==> src/rtl/alu_issue_stage_pkg.sv <==
// Shared ALU op encodings, forwarding-select codes and the ID/EX control bundle.
// Latency: none; constants and types only.
// Backpressure: none; constants and types only.
package alu_defs;

    // ALU operation encoding, shared with the alu block.
    localparam logic [2:0] ALU_ADD = 3'b000;
    localparam logic [2:0] ALU_SUB = 3'b001;
    localparam logic [2:0] ALU_AND = 3'b010;
    localparam logic [2:0] ALU_OR  = 3'b011;
    localparam logic [2:0] ALU_SLT = 3'b101;
    localparam logic [2:0] ALU_SLL = 3'b111;

    // Forwarding selects driven by the hazard unit. 2'b11 is unused and
    // treated the same as FWD_REG.
    localparam logic [1:0] FWD_REG = 2'b00;
    localparam logic [1:0] FWD_WB  = 2'b01;
    localparam logic [1:0] FWD_MEM = 2'b10;

    // Control bits carried through the ID/EX register.
    typedef struct packed {
        logic       alu_src;
        logic       reg_dst;
        logic       reg_write;
        logic       mem_to_reg;
        logic       mem_write;
        logic       branch;
        logic [2:0] alu_ctrl;
    } ctrl_e_t;

    // All-zero control word. This is a NOP in the pipeline: no register
    // write, no memory write, no branch, ALU op = ADD.
    localparam ctrl_e_t CTRL_BUBBLE = '{
        alu_src:    1'b0,
        reg_dst:    1'b0,
        reg_write:  1'b0,
        mem_to_reg: 1'b0,
        mem_write:  1'b0,
        branch:     1'b0,
        alu_ctrl:   ALU_ADD
    };

endpackage

==> src/rtl/alu_issue_stage_fwd_mux3.sv <==
// Forwarding selector: chooses the register-file value, the writeback result or the EX/MEM ALU output.
// Latency: purely combinational, zero cycles.
// Backpressure: none; the output follows sel and the three data inputs.
//
// Ports:
//   sel    forwarding code (FWD_REG / FWD_WB / FWD_MEM; 2'b11 acts as FWD_REG)
//   d_reg  operand read from the register file in decode
//   d_wb   result being written back
//   d_mem  ALU output held in the EX/MEM register
//   y      selected operand
module fwd_mux3
    import alu_defs::*;
#(
    parameter int WIDTH = 32
) (
    input  logic [1:0]       sel,
    input  logic [WIDTH-1:0] d_reg,
    input  logic [WIDTH-1:0] d_wb,
    input  logic [WIDTH-1:0] d_mem,
    output logic [WIDTH-1:0] y
);

    always_comb begin
        y = d_reg;
        case (sel)
            FWD_WB:  y = d_wb;
            FWD_MEM: y = d_mem;
            default: y = d_reg;
        endcase
    end

endmodule

==> src/rtl/alu_issue_stage.sv <==
// Execute stage: holds the ID/EX register, forwards operands into the alu and captures its result in EX/MEM.
// Latency: decode inputs reach SrcA/SrcB one cycle later; the ALU result reaches ALUOutM two cycles after decode.
// Backpressure: StallE holds ID/EX and FlushE inserts a bubble (FlushE wins); EX/MEM loads every cycle.
//
// Ports:
//   clk, reset                   rising-edge clock, asynchronous active-high reset
//   StallE, FlushE               hazard-unit control of the ID/EX register
//   RD1D, RD2D, ImmExtD          decode operands and the sign-extended immediate
//   RsD, RtD, RdD                decode register indices
//   ALUControlD, *D control bits decode control word
//   ForwardAE, ForwardBE         operand forwarding selects
//   ResultW                      writeback result (forwarding source)
//   SrcA, SrcB, ALUControl       drive the alu
//   ALUResult, Zero              returned by the alu
//   RsE, RtE, WriteRegE,
//   RegWriteE, MemtoRegE         execute-stage state seen by the hazard unit
//   ALUOutM, WriteDataM, WriteRegM,
//   RegWriteM, MemtoRegM, MemWriteM, PCSrcM   EX/MEM register outputs
module alu_issue_stage
    import alu_defs::*;
#(
    parameter int WIDTH = 32,
    parameter int REGW  = 5
) (
    input  logic             clk,
    input  logic             reset,
    input  logic             StallE,
    input  logic             FlushE,
    input  logic [WIDTH-1:0] RD1D,
    input  logic [WIDTH-1:0] RD2D,
    input  logic [WIDTH-1:0] ImmExtD,
    input  logic [REGW-1:0]  RsD,
    input  logic [REGW-1:0]  RtD,
    input  logic [REGW-1:0]  RdD,
    input  logic [2:0]       ALUControlD,
    input  logic             ALUSrcD,
    input  logic             RegDstD,
    input  logic             RegWriteD,
    input  logic             MemtoRegD,
    input  logic             MemWriteD,
    input  logic             BranchD,
    input  logic [1:0]       ForwardAE,
    input  logic [1:0]       ForwardBE,
    input  logic [WIDTH-1:0] ResultW,
    output logic [WIDTH-1:0] SrcA,
    output logic [WIDTH-1:0] SrcB,
    output logic [2:0]       ALUControl,
    input  logic [WIDTH-1:0] ALUResult,
    input  logic             Zero,
    output logic [REGW-1:0]  RsE,
    output logic [REGW-1:0]  RtE,
    output logic [REGW-1:0]  WriteRegE,
    output logic             RegWriteE,
    output logic             MemtoRegE,
    output logic [WIDTH-1:0] ALUOutM,
    output logic [WIDTH-1:0] WriteDataM,
    output logic [REGW-1:0]  WriteRegM,
    output logic             RegWriteM,
    output logic             MemtoRegM,
    output logic             MemWriteM,
    output logic             PCSrcM
);

    // ------------------------------------------------------------------
    // ID/EX register
    // ------------------------------------------------------------------
    ctrl_e_t          ctrl_e_q, ctrl_e_d;
    logic [WIDTH-1:0] rd1_e_q, rd1_e_d;
    logic [WIDTH-1:0] rd2_e_q, rd2_e_d;
    logic [WIDTH-1:0] imm_e_q, imm_e_d;
    logic [REGW-1:0]  rs_e_q, rs_e_d;
    logic [REGW-1:0]  rt_e_q, rt_e_d;
    logic [REGW-1:0]  rd_e_q, rd_e_d;

    always_comb begin
        ctrl_e_d = ctrl_e_q;
        rd1_e_d  = rd1_e_q;
        rd2_e_d  = rd2_e_q;
        imm_e_d  = imm_e_q;
        rs_e_d   = rs_e_q;
        rt_e_d   = rt_e_q;
        rd_e_d   = rd_e_q;
        if (FlushE) begin
            // Bubble clears data as well as control, so a flushed slot
            // presents zero operands to the alu.
            ctrl_e_d = CTRL_BUBBLE;
            rd1_e_d  = '0;
            rd2_e_d  = '0;
            imm_e_d  = '0;
            rs_e_d   = '0;
            rt_e_d   = '0;
            rd_e_d   = '0;
        end else if (!StallE) begin
            ctrl_e_d.alu_src    = ALUSrcD;
            ctrl_e_d.reg_dst    = RegDstD;
            ctrl_e_d.reg_write  = RegWriteD;
            ctrl_e_d.mem_to_reg = MemtoRegD;
            ctrl_e_d.mem_write  = MemWriteD;
            ctrl_e_d.branch     = BranchD;
            ctrl_e_d.alu_ctrl   = ALUControlD;
            rd1_e_d             = RD1D;
            rd2_e_d             = RD2D;
            imm_e_d             = ImmExtD;
            rs_e_d              = RsD;
            rt_e_d              = RtD;
            rd_e_d              = RdD;
        end
    end

    always_ff @(posedge clk or posedge reset) begin
        if (reset) begin
            ctrl_e_q <= CTRL_BUBBLE;
            rd1_e_q  <= '0;
            rd2_e_q  <= '0;
            imm_e_q  <= '0;
            rs_e_q   <= '0;
            rt_e_q   <= '0;
            rd_e_q   <= '0;
        end else begin
            ctrl_e_q <= ctrl_e_d;
            rd1_e_q  <= rd1_e_d;
            rd2_e_q  <= rd2_e_d;
            imm_e_q  <= imm_e_d;
            rs_e_q   <= rs_e_d;
            rt_e_q   <= rt_e_d;
            rd_e_q   <= rd_e_d;
        end
    end

    // ------------------------------------------------------------------
    // Operand forwarding
    // ------------------------------------------------------------------
    logic [WIDTH-1:0] fwd_a;
    logic [WIDTH-1:0] fwd_b;
    logic [WIDTH-1:0] alu_out_m_q, alu_out_m_d;

    fwd_mux3 #(.WIDTH(WIDTH)) u_fwd_a (
        .sel   (ForwardAE),
        .d_reg (rd1_e_q),
        .d_wb  (ResultW),
        .d_mem (alu_out_m_q),
        .y     (fwd_a)
    );

    fwd_mux3 #(.WIDTH(WIDTH)) u_fwd_b (
        .sel   (ForwardBE),
        .d_reg (rd2_e_q),
        .d_wb  (ResultW),
        .d_mem (alu_out_m_q),
        .y     (fwd_b)
    );

    // Store data must see the forwarded register value even when the alu
    // consumes the immediate, so WriteDataM is fed from fwd_b, not SrcB.
    assign SrcA       = fwd_a;
    assign SrcB       = ctrl_e_q.alu_src ? imm_e_q : fwd_b;
    assign ALUControl = ctrl_e_q.alu_ctrl;

    assign RsE       = rs_e_q;
    assign RtE       = rt_e_q;
    assign WriteRegE = ctrl_e_q.reg_dst ? rd_e_q : rt_e_q;
    assign RegWriteE = ctrl_e_q.reg_write;
    assign MemtoRegE = ctrl_e_q.mem_to_reg;

    // ------------------------------------------------------------------
    // EX/MEM register: no stall or flush of its own; a bubble in E
    // arrives here as a NOP.
    // ------------------------------------------------------------------
    logic [WIDTH-1:0] write_data_m_q, write_data_m_d;
    logic [REGW-1:0]  write_reg_m_q, write_reg_m_d;
    logic             reg_write_m_q, reg_write_m_d;
    logic             mem_to_reg_m_q, mem_to_reg_m_d;
    logic             mem_write_m_q, mem_write_m_d;
    logic             zero_m_q, zero_m_d;
    logic             branch_m_q, branch_m_d;

    always_comb begin
        alu_out_m_d    = ALUResult;
        write_data_m_d = fwd_b;
        write_reg_m_d  = WriteRegE;
        reg_write_m_d  = ctrl_e_q.reg_write;
        mem_to_reg_m_d = ctrl_e_q.mem_to_reg;
        mem_write_m_d  = ctrl_e_q.mem_write;
        zero_m_d       = Zero;
        branch_m_d     = ctrl_e_q.branch;
    end

    always_ff @(posedge clk or posedge reset) begin
        if (reset) begin
            alu_out_m_q    <= '0;
            write_data_m_q <= '0;
            write_reg_m_q  <= '0;
            reg_write_m_q  <= 1'b0;
            mem_to_reg_m_q <= 1'b0;
            mem_write_m_q  <= 1'b0;
            zero_m_q       <= 1'b0;
            branch_m_q     <= 1'b0;
        end else begin
            alu_out_m_q    <= alu_out_m_d;
            write_data_m_q <= write_data_m_d;
            write_reg_m_q  <= write_reg_m_d;
            reg_write_m_q  <= reg_write_m_d;
            mem_to_reg_m_q <= mem_to_reg_m_d;
            mem_write_m_q  <= mem_write_m_d;
            zero_m_q       <= zero_m_d;
            branch_m_q     <= branch_m_d;
        end
    end

    assign ALUOutM    = alu_out_m_q;
    assign WriteDataM = write_data_m_q;
    assign WriteRegM  = write_reg_m_q;
    assign RegWriteM  = reg_write_m_q;
    assign MemtoRegM  = mem_to_reg_m_q;
    assign MemWriteM  = mem_write_m_q;
    assign PCSrcM     = branch_m_q & zero_m_q;

endmodule

==> config.mk <==
export PLATFORM = sky130hd
export DESIGN_NAME = alu_issue_stage
export DESIGN_NICKNAME = d
export VERILOG_FILES = /design/src/rtl/alu_issue_stage_pkg.sv /design/src/rtl/alu_issue_stage_fwd_mux3.sv /design/src/rtl/alu_issue_stage.sv
export SDC_FILE = /design/constraint.sdc
export NUM_CORES = 1
export LEC_CHECK = 0
export CAP_MARGIN = 10
export CORE_MARGIN = 2
export CORE_UTILIZATION = 43
export DETAILED_ROUTE_END_ITERATION = 8
export GPL_TIMING_DRIVEN = 0
export PLACE_DENSITY = 0.85
export SYNTH_ARGS = -nofsm -noshare
export SYNTH_HDL_FRONTEND = slang
export SYNTH_HIERARCHICAL = 1
export SYNTH_SLANG_ARGS = --single-unit
==> constraint.sdc <==
create_clock -name clk -period 9.5 [get_ports clk]
set_clock_uncertainty 0.15 [all_clocks]
set_input_delay 1.9 -clock clk [delete_from_list [all_inputs] [get_ports clk]]
set_output_delay 1.9 -clock clk [all_outputs]
set_load 0.02 [all_outputs]
==> impl_results.html, run 1 <==
<table>
<tr><th>Metric</th><th>Value</th></tr>
<tr><th colspan="2">Status</th></tr>
<tr><td>Status</td><td>completed</td></tr>
<tr><th colspan="2">Floorplan</th></tr>
<tr><td>Area inside the core boundary</td><td>19500 sq um</td></tr>
<tr><td>Chip height</td><td>about 150 um</td></tr>
<tr><td>Boundary pin count</td><td>350</td></tr>
<tr><td>Initial core utilization</td><td>between 40% and 50%</td></tr>
<tr><td>Die area</td><td>around 21000 sq um</td></tr>
<tr><td>Number of rows in the core area</td><td>between 50 and 60</td></tr>
<tr><td>Floorplan die width</td><td>between 100 and 150 um</td></tr>
<tr><th colspan="2">Logic synthesis</th></tr>
<tr><td>Total standard cell area after synthesis</td><td>8550 sq um</td></tr>
<tr><td>Most instantiated cells after synthesis</td><td>dfrtp_1, mux2i_1, nor2_1</td></tr>
<tr><td>Synth area leaders</td><td>dfrtp_1, mux2i_1, a22oi_1, nor2_1, mux2_2</td></tr>
<tr><td>Post-synth EDFFs</td><td>0</td></tr>
<tr><td>Number of distinct library cell variants in the gate-level netlist after synthesis</td><td>16</td></tr>
<tr><td>Predominant post-synthesis flop cell</td><td>dfrtp_1</td></tr>
<tr><td>Top-count cell post-synth</td><td>dfrtp_1</td></tr>
<tr><td>Synthesized net count</td><td>between 900 and 1000</td></tr>
<tr><td>Average footprint of a synthesized cell</td><td>11.6 sq um</td></tr>
<tr><td>Fraction of the yosys area taken by sequential cells</td><td>between 50% and 60%</td></tr>
<tr><td>Number of storage elements in the synthesis netlist</td><td>194</td></tr>
<tr><td>Share of synthesized flip-flops with an asynchronous set or reset</td><td>100%</td></tr>
<tr><td>Yosys Warn Count</td><td>6</td></tr>
<tr><td>Top-area cell type share of the netlist area</td><td>about 57%</td></tr>
<tr><td>Cell count after synthesis</td><td>734</td></tr>
<tr><td>Leading area contributor after synthesis</td><td>dfrtp_1</td></tr>
<tr><th colspan="2">Worst hold path</th></tr>
<tr><td>Hold Path Origin</td><td>branch_m_d</td></tr>
<tr><td>Min-delay worst type</td><td>reg -&gt; reg</td></tr>
<tr><td>Min-Delay Path Depth</td><td>0</td></tr>
<tr><td>Destination of the worst hold path</td><td>branch_m_q</td></tr>
<tr><th colspan="2">Finish</th></tr>
<tr><td>Util after Layout</td><td>between 60% and 70%</td></tr>
<tr><td>Area used by multi-input combinational logic</td><td>between 3000 and 4000 sq um</td></tr>
<tr><td>Final #Nets</td><td>1298</td></tr>
<tr><td>Count of antenna diodes in the layout</td><td>0</td></tr>
<tr><td>Combined flip-flop and latch cell area</td><td>4850 sq um</td></tr>
<tr><td>P&amp;R area growth vs syn</td><td>51.6%</td></tr>
<tr><td>Fraction of layout cells with a size suffix above 1</td><td>between 10% and 20%</td></tr>
<tr><td>Final Instance Area</td><td>13000 sq um</td></tr>
<tr><td>Filler cell count</td><td>~1500</td></tr>
<tr><td>Filler-free cell count of the finished design</td><td>1378</td></tr>
<tr><th colspan="2">Clocking</th></tr>
<tr><td>Clock tree buffer depth</td><td>2</td></tr>
<tr><td># resized after CTS</td><td>0</td></tr>
<tr><td>CTS clk-pin slew, worst paths</td><td>~70 ps</td></tr>
<tr><td>Post-cts hold buffer count</td><td>0</td></tr>
<tr><td>Buffers inserted by post-CTS timing repair</td><td>0</td></tr>
<tr><td>Root cell of the clock tree</td><td>clkbuf_16</td></tr>
<tr><td>Maximum level of the CTS H-tree</td><td>4</td></tr>
<tr><td>TritonCTS Sinks</td><td>around 190</td></tr>
<tr><td>CTS tree</td><td>done</td></tr>
<tr><td>Inserted Clock Buffers</td><td>17</td></tr>
<tr><td>Worst-skew pair later-pin latency</td><td>430 ps</td></tr>
<tr><th colspan="2">STA</th></tr>
<tr><td>Final Hold Fails</td><td>0</td></tr>
<tr><td>Peak Freq</td><td>roughly 160 MHz</td></tr>
<tr><td>Slew Limit Fails</td><td>0</td></tr>
<tr><td>Setup repair after global routing missed its margin</td><td>false</td></tr>
<tr><td>Relative slew slack</td><td>a little over half</td></tr>
<tr><td>Final critical-path required period</td><td>~6400 ps</td></tr>
<tr><td>Final cycle utilization of the critical path</td><td>between 60% and 70%</td></tr>
<tr><td>Worst hold slack</td><td>~220 ps</td></tr>
<tr><td>Measured slew at the worst slew-check pin</td><td>roughly 700 ps</td></tr>
<tr><td>Final number of setup-violating endpoints</td><td>0</td></tr>
<tr><th colspan="2">Global routing</th></tr>
<tr><td>Global-route wire length before repair</td><td>42.9 mm</td></tr>
<tr><td>Gr usage total</td><td>between 20% and 30%</td></tr>
<tr><td>Initial antenna violation count</td><td>0</td></tr>
<tr><td>Largest net degree at the start of global routing</td><td>between 90 and 100</td></tr>
<tr><td>Via count of the first global-routing pass</td><td>7579</td></tr>
<tr><td>Total gr overflow</td><td>0</td></tr>
<tr><th colspan="2">Pwr</th></tr>
<tr><td>Fraction of power consumed by the clock network</td><td>about a third</td></tr>
<tr><td>Internal power</td><td>approximately 1.5 mW</td></tr>
<tr><td>Switching Share</td><td>29.2%</td></tr>
<tr><td>Switching pwr</td><td>approximately 610 uW</td></tr>
<tr><td>Maximum vdd ir drop</td><td>~120 uV</td></tr>
<tr><td>Leakage dissipation</td><td>between 5 and 6 nW</td></tr>
<tr><td>Power density over cell area</td><td>between 150 and 200 nW/um^2</td></tr>
<tr><td>Reg power frac</td><td>between 40 and 50%</td></tr>
<tr><td>Gate power share</td><td>around 23%</td></tr>
<tr><th colspan="2">Placement</th></tr>
<tr><td>Post-detailed-placement cell area</td><td>12400 sq um</td></tr>
<tr><td>Quantity of I/O buffers inserted on ports</td><td>about 350</td></tr>
<tr><td>Estimated wirelength of the detail-placed design</td><td>20.4 mm</td></tr>
<tr><td>Dpl cells</td><td>approximately 1300</td></tr>
<tr><td>Routability congestion estimate</td><td>0.870</td></tr>
<tr><th colspan="2">Critical path</th></tr>
<tr><td>Type of the setup path with the least slack</td><td>in -&gt; out</td></tr>
<tr><td>Register-to-register setup slack</td><td>about 8000 ps</td></tr>
<tr><td>CP Max Fanout</td><td>10</td></tr>
<tr><td>Number of buffers and inverters on the critical path</td><td>5</td></tr>
<tr><td>Crit path arrival time</td><td>4330 ps</td></tr>
<tr><td>Critical path startpoint category</td><td>primary input</td></tr>
<tr><td>Worst EP required</td><td>between 7000 and 8000 ps</td></tr>
<tr><td>Delay of the slowest critical-path stage</td><td>around 600 ps</td></tr>
<tr><td>Type of element capturing the critical path</td><td>output port</td></tr>
<tr><td>Worst-path cell chain</td><td>clkdlybuf4s50_1, inv_1, ha_1, buf_2, buf_2, nand2_1, o21ai_0, mux2_2, clkdlybuf4s50_1</td></tr>
<tr><td>Highest-delay cell along the critical path</td><td>clkdlybuf4s50_1</td></tr>
<tr><td>Worst flop-to-flop path endpoint</td><td>WriteDataM[29]</td></tr>
<tr><td>Length in cells of the worst reg-to-reg path</td><td>2</td></tr>
<tr><td>Top delay family on crit path</td><td>buffers and inverters</td></tr>
<tr><td>R2r startpoint</td><td>ALUOutM[29]</td></tr>
<tr><th colspan="2">Route</th></tr>
<tr><td>Residual antenna-violating net count after detailed routing</td><td>0</td></tr>
<tr><td>Via count</td><td>7211</td></tr>
<tr><td>Wire length after detailed routing</td><td>27.7 mm</td></tr>
<tr><td>Pre-antenna DRT Iters</td><td>6</td></tr>
<tr><td>Mean number of vias per cell</td><td>between 5 and 6</td></tr>
<tr><td>DRC Markers</td><td>0</td></tr>
<tr><td>Number of design-rule violations left by the first detailed-router iteration</td><td>between 300 and 400</td></tr>
<tr><td>Wire per inst</td><td>20.1 um</td></tr>
<tr><th colspan="2">Run</th></tr>
<tr><td>Reported max-cap violation count</td><td>0</td></tr>
</table>
per-stage QoR:
step	total power [mW]	TNS, ps	setup WS [ps]
global placement	1.38	-71670	-388
global route	2.16	0	2990
finish	2.08	0	3120
floorplan	1.14	0	2170
CTS	2.10	0	3120
detailed placement	1.39	0	3140
worst max-delay path by stage:
stage / startpoint / to / cells past startpoint
after global routing: ForwardBE[0] / SrcB[29] / 9
final: ForwardBE[0] / SrcB[29] / 9
after floorplan: reset / ALUControl[0] / 1
after detailed placement: ForwardBE[0] / SrcB[0] / 9
after CTS: ForwardBE[0] / SrcB[0] / 9
after global placement: reset / WriteDataM[16] / 2
layout by cell type (no fill, tap or decap), drive strengths merged, types with 11 or more instances in the layout:
cell type,n
a22oi,64
buf,49
clkbuf,32
clkdlybuf4s50,347
dfrtp,194
inv,11
mux2,37
mux2i,120
nand2,64
nor2,120
o21ai,64
cells by family after synthesis:
logic type / after synthesis / share of synthesized area, %
flops: 194 / 56.8
buf+inv: 66 / 6.20
mux: 157 / 18.9
compound gates: 128 / 9.36
simple gates: 185 / 8.15
fa+ha+maj: 4 / 0.585
layer usage:
metal | global-route usage, % | share of wire, %
met1 | 31.9 | 39
met2 | 44.7 | 49
met3 | 7.70 | 8.1
met4 | 10.7 | 3.5
met5 | 0 | 0
sequential cells by signal, summed over array words and instances, names as in the netlist, 2 cells and up:
register,cells
imm_e_q,32
ctrl_e_q,2
RtE,5
rd_e_q,5
ALUOutM,32
rd2_e_q,32
ALUControl,3
WriteRegM,5
rd1_e_q,32
RsE,5
WriteDataM,32
power groups by stage:
stage	logic [mW]	registers, mW	clock network (mW)
4_1_cts	0.477	0.903	0.719
3_5_place_dp	0.474	0.919	0
6_report	0.474	0.904	0.706
5_1_grt	0.504	0.909	0.750
2_1_floorplan	0.201	0.944	0
3_3_place_gp	0.466	0.918	0
final cells by class:
type / instances / share of cell area (%)
timing repair buffer: 348 / 27.0
clock inverter: 12 / 0.907
sequential: 194 / 37.5
tap: 265 / 2.56
multi-input combinational: 474 / 24.4
buffer: 61 / 3.95
clock buffer: 19 / 3.49
inverter: 5 / 0.203
(Power assumes the default switching activity.)
==> run 2, diff against run 1 <==
==> constraint.sdc (replaced) <==
create_clock -name clk -period 6 [get_ports clk]
set_clock_uncertainty 0.15 [all_clocks]
set_input_delay 1.2 -clock clk [delete_from_list [all_inputs] [get_ports clk]]
set_output_delay 1.2 -clock clk [all_outputs]
set_load 0.02 [all_outputs]
==> run 2 against run 1 <==
  * Critical path type unchanged
  * Global-route usage grew 0.27 points
  * Largest cell class unchanged
  * Cell count is 0.29% higher
  * Sequential share of layout area is 0.18 points lower
  * Count of clock-buffer cells in the layout fell by 1
  * Flip-flop and latch count unchanged
  * Via count decreased by 0.46%
  * Combinational power increased by 59%
  * Sequential power grew 58%
  * Power up 60%
==> impl_results.html, run 2 (same netlist as run 1, synthesis figures left out) <==
<table>
<tr><th>Metric</th><th>Value</th></tr>
<tr><th colspan="2">Pwr</th></tr>
<tr><td>Maximum vdd ir drop</td><td>~190 uV</td></tr>
<tr><td>Leakage dissipation</td><td>5.88 nW</td></tr>
<tr><td>Power density over cell area</td><td>~260 nW/um^2</td></tr>
<tr><th colspan="2">STA</th></tr>
<tr><td>Final cycle utilization of the critical path</td><td>83.0%</td></tr>
<tr><td>Final number of setup-violating endpoints</td><td>0</td></tr>
<tr><td>Slew Limit Fails</td><td>0</td></tr>
<tr><td>Final Hold Fails</td><td>0</td></tr>
<tr><td>Measured slew at the worst slew-check pin</td><td>approximately 900 ps</td></tr>
<tr><td>Summed negative setup slack over all endpoints</td><td>0 ps</td></tr>
<tr><td>Relative slew slack</td><td>around 40%</td></tr>
<tr><td>Final critical-path required period</td><td>around 5000 ps</td></tr>
<tr><td>Setup repair after global routing missed its margin</td><td>false</td></tr>
<tr><td>Peak Freq</td><td>about 200 MHz</td></tr>
<tr><td>Worst hold slack</td><td>roughly 230 ps</td></tr>
<tr><th colspan="2">Clocking</th></tr>
<tr><td>CTS tree</td><td>done</td></tr>
<tr><td>TritonCTS Sinks</td><td>194</td></tr>
<tr><td>Post-cts hold buffer count</td><td>0</td></tr>
<tr><td>Inserted Clock Buffers</td><td>17</td></tr>
<tr><td>Clock tree buffer depth</td><td>2</td></tr>
<tr><td>Buffers inserted by post-CTS timing repair</td><td>0</td></tr>
<tr><td>CTS clk-pin slew, worst paths</td><td>approximately 70 ps</td></tr>
<tr><td>Worst-skew pair later-pin latency</td><td>around 430 ps</td></tr>
<tr><td># resized after CTS</td><td>0</td></tr>
<tr><td>Maximum level of the CTS H-tree</td><td>4</td></tr>
<tr><td>Root cell of the clock tree</td><td>clkbuf_16</td></tr>
<tr><th colspan="2">Finish</th></tr>
<tr><td>Area used by multi-input combinational logic</td><td>about 3200 sq um</td></tr>
<tr><td>Final Instance Area</td><td>roughly 13000 sq um</td></tr>
<tr><td>P&amp;R area growth vs syn</td><td>52.3%</td></tr>
<tr><td>Filler cell count</td><td>roughly 1500</td></tr>
<tr><td>Filler-free cell count of the finished design</td><td>about 1400</td></tr>
<tr><td>Fraction of layout cells with a size suffix above 1</td><td>10.8%</td></tr>
<tr><td>Most common cell after layout, fill and taps aside</td><td>clkdlybuf4s50_1</td></tr>
<tr><td>Commonest cells after routing, fill and taps aside</td><td>clkdlybuf4s50_1, dfrtp_1, mux2i_1, nor2_1</td></tr>
<tr><td>Count of antenna diodes in the layout</td><td>0</td></tr>
<tr><td>Util after Layout</td><td>66.9%</td></tr>
<tr><td>Final #Nets</td><td>~1300</td></tr>
<tr><td>Combined flip-flop and latch cell area</td><td>4850 sq um</td></tr>
<tr><th colspan="2">Worst hold path</th></tr>
<tr><td>Destination of the worst hold path</td><td>branch_m_q</td></tr>
<tr><td>Hold Path Origin</td><td>branch_m_d</td></tr>
<tr><td>Min-Delay Path Depth</td><td>0</td></tr>
<tr><td>Min-delay worst type</td><td>reg -&gt; reg</td></tr>
<tr><th colspan="2">Global routing</th></tr>
<tr><td>Largest net degree at the start of global routing</td><td>between 40 and 50</td></tr>
<tr><td>Total gr overflow</td><td>0</td></tr>
<tr><td>Via count of the first global-routing pass</td><td>7692</td></tr>
<tr><td>Gr usage total</td><td>26.8%</td></tr>
<tr><td>Initial antenna violation count</td><td>1</td></tr>
<tr><td>Global-route wire length before repair</td><td>43.7 mm</td></tr>
<tr><th colspan="2">Critical path</th></tr>
<tr><td>Worst flop-to-flop path endpoint</td><td>WriteRegM[4]</td></tr>
<tr><td>R2r startpoint</td><td>ctrl_e_q[7]</td></tr>
<tr><td>Register-to-register setup slack</td><td>between 4000 and 5000 ps</td></tr>
<tr><td>Worst EP required</td><td>around 4700 ps</td></tr>
<tr><td>Type of the setup path with the least slack</td><td>in -&gt; out</td></tr>
<tr><td>Length in cells of the worst reg-to-reg path</td><td>2</td></tr>
<tr><td>Worst-path cell chain</td><td>clkdlybuf4s50_1, inv_1, ha_1, buf_2, buf_2, nand2_1, o21ai_1, mux2_2, clkdlybuf4s50_1</td></tr>
<tr><td>Critical path startpoint category</td><td>primary input</td></tr>
<tr><td>Delay of the slowest critical-path stage</td><td>roughly 600 ps</td></tr>
<tr><td>Crit path arrival time</td><td>about 3600 ps</td></tr>
<tr><td>Highest-delay cell along the critical path</td><td>clkdlybuf4s50_1</td></tr>
<tr><td>Type of element capturing the critical path</td><td>output port</td></tr>
<tr><td>CP Max Fanout</td><td>10</td></tr>
<tr><th colspan="2">Placement</th></tr>
<tr><td>Post-detailed-placement cell area</td><td>about 12000 sq um</td></tr>
<tr><td>Quantity of I/O buffers inserted on ports</td><td>around 350</td></tr>
<tr><td>Dpl cells</td><td>about 1400</td></tr>
<tr><td>Estimated wirelength of the detail-placed design</td><td>21.0 mm</td></tr>
<tr><td>Routability congestion estimate</td><td>approximately 0.88</td></tr>
<tr><th colspan="2">Floorplan</th></tr>
<tr><td>Initial core utilization</td><td>a little over two fifths</td></tr>
<tr><td>Floorplan die width</td><td>roughly 150 um</td></tr>
<tr><td>Die area</td><td>21000 sq um</td></tr>
<tr><td>Area inside the core boundary</td><td>~20000 sq um</td></tr>
<tr><td>Number of rows in the core area</td><td>51</td></tr>
<tr><td>Chip height</td><td>about 150 um</td></tr>
<tr><td>Boundary pin count</td><td>between 300 and 400</td></tr>
<tr><th colspan="2">Route</th></tr>
<tr><td>Residual antenna-violating net count after detailed routing</td><td>0</td></tr>
<tr><td>Wire length after detailed routing</td><td>around 28 mm</td></tr>
<tr><td>Wire per inst</td><td>20.2 um</td></tr>
<tr><td>Pre-antenna DRT Iters</td><td>5</td></tr>
<tr><td>Mean number of vias per cell</td><td>~5.2</td></tr>
<tr><td>Number of design-rule violations left by the first detailed-router iteration</td><td>roughly 430</td></tr>
<tr><td>DRC Markers</td><td>0</td></tr>
<tr><td>Via count</td><td>about 7200</td></tr>
<tr><th colspan="2">Run</th></tr>
<tr><td>Reported max-cap violation count</td><td>0</td></tr>
<tr><th colspan="2">Status</th></tr>
<tr><td>Status</td><td>completed</td></tr>
</table>
[run 2: metrics by stage]
stage / worst slack [ps] / total power, mW
6_report: 1020 / 3.34
5_1_grt: 870 / 3.47
4_1_cts: 1030 / 3.36
3_5_place_dp: 1030 / 2.21
3_3_place_gp: 582 / 2.19
2_1_floorplan: 2150 / 1.81
[run 2: how the worst max path moves through the flow]
stage / slack, ps / from / end
2_1_floorplan: 2150 / reset / ALUControl[0]
3_3_place_gp: 580 / reset / rd1_e_q[26]
3_5_place_dp: 1030 / ForwardBE[0] / SrcB[30]
4_1_cts: 1030 / ForwardBE[0] / SrcB[30]
5_1_grt: 870 / ForwardBE[0] / SrcB[17]
6_report: 1020 / ForwardBE[0] / SrcB[17]
[run 2: area by class of cell]
type	count	share of cell area, %
clock buffers	18	3.30
well taps	265	2.55
multi-input cells	474	24.3
inverters	5	0.173
clock inverters	14	1.19
flip-flops and latches	194	37.3
plain buffers	61	3.93
repair buffers	351	27.3
[run 2: power breakdown]
group          internal [mW]  switching (mW)  total (mW)
Combinational          0.383           0.373       0.756
Sequential              1.39          0.0445        1.43
Clock                  0.623           0.528        1.15
Total                   2.39           0.946        3.34
[run 2: worst max-delay path, delay by kind of cell]
| kind | cells | cell delay, ps |
|---|---|---|
| buffers and inverters | 5 | 1650 |
| adder cells (fa/ha/maj) | 1 | 260 |
| multiplexers | 1 | 210 |
| AO/OA/AOI/OAI | 1 | 180 |
| AND/OR/NAND/NOR | 1 | 120 |
[run 2: per-layer routing]
metal  GRT usage (%)  vias to the layer above  wire length (um)
li1                -                     3272                 -
met1            32.7                     3492             11100
met2            45.3                      348             13700
met3            7.11                       64              2140
met4            10.4                        2               920
met5               0                        -                13
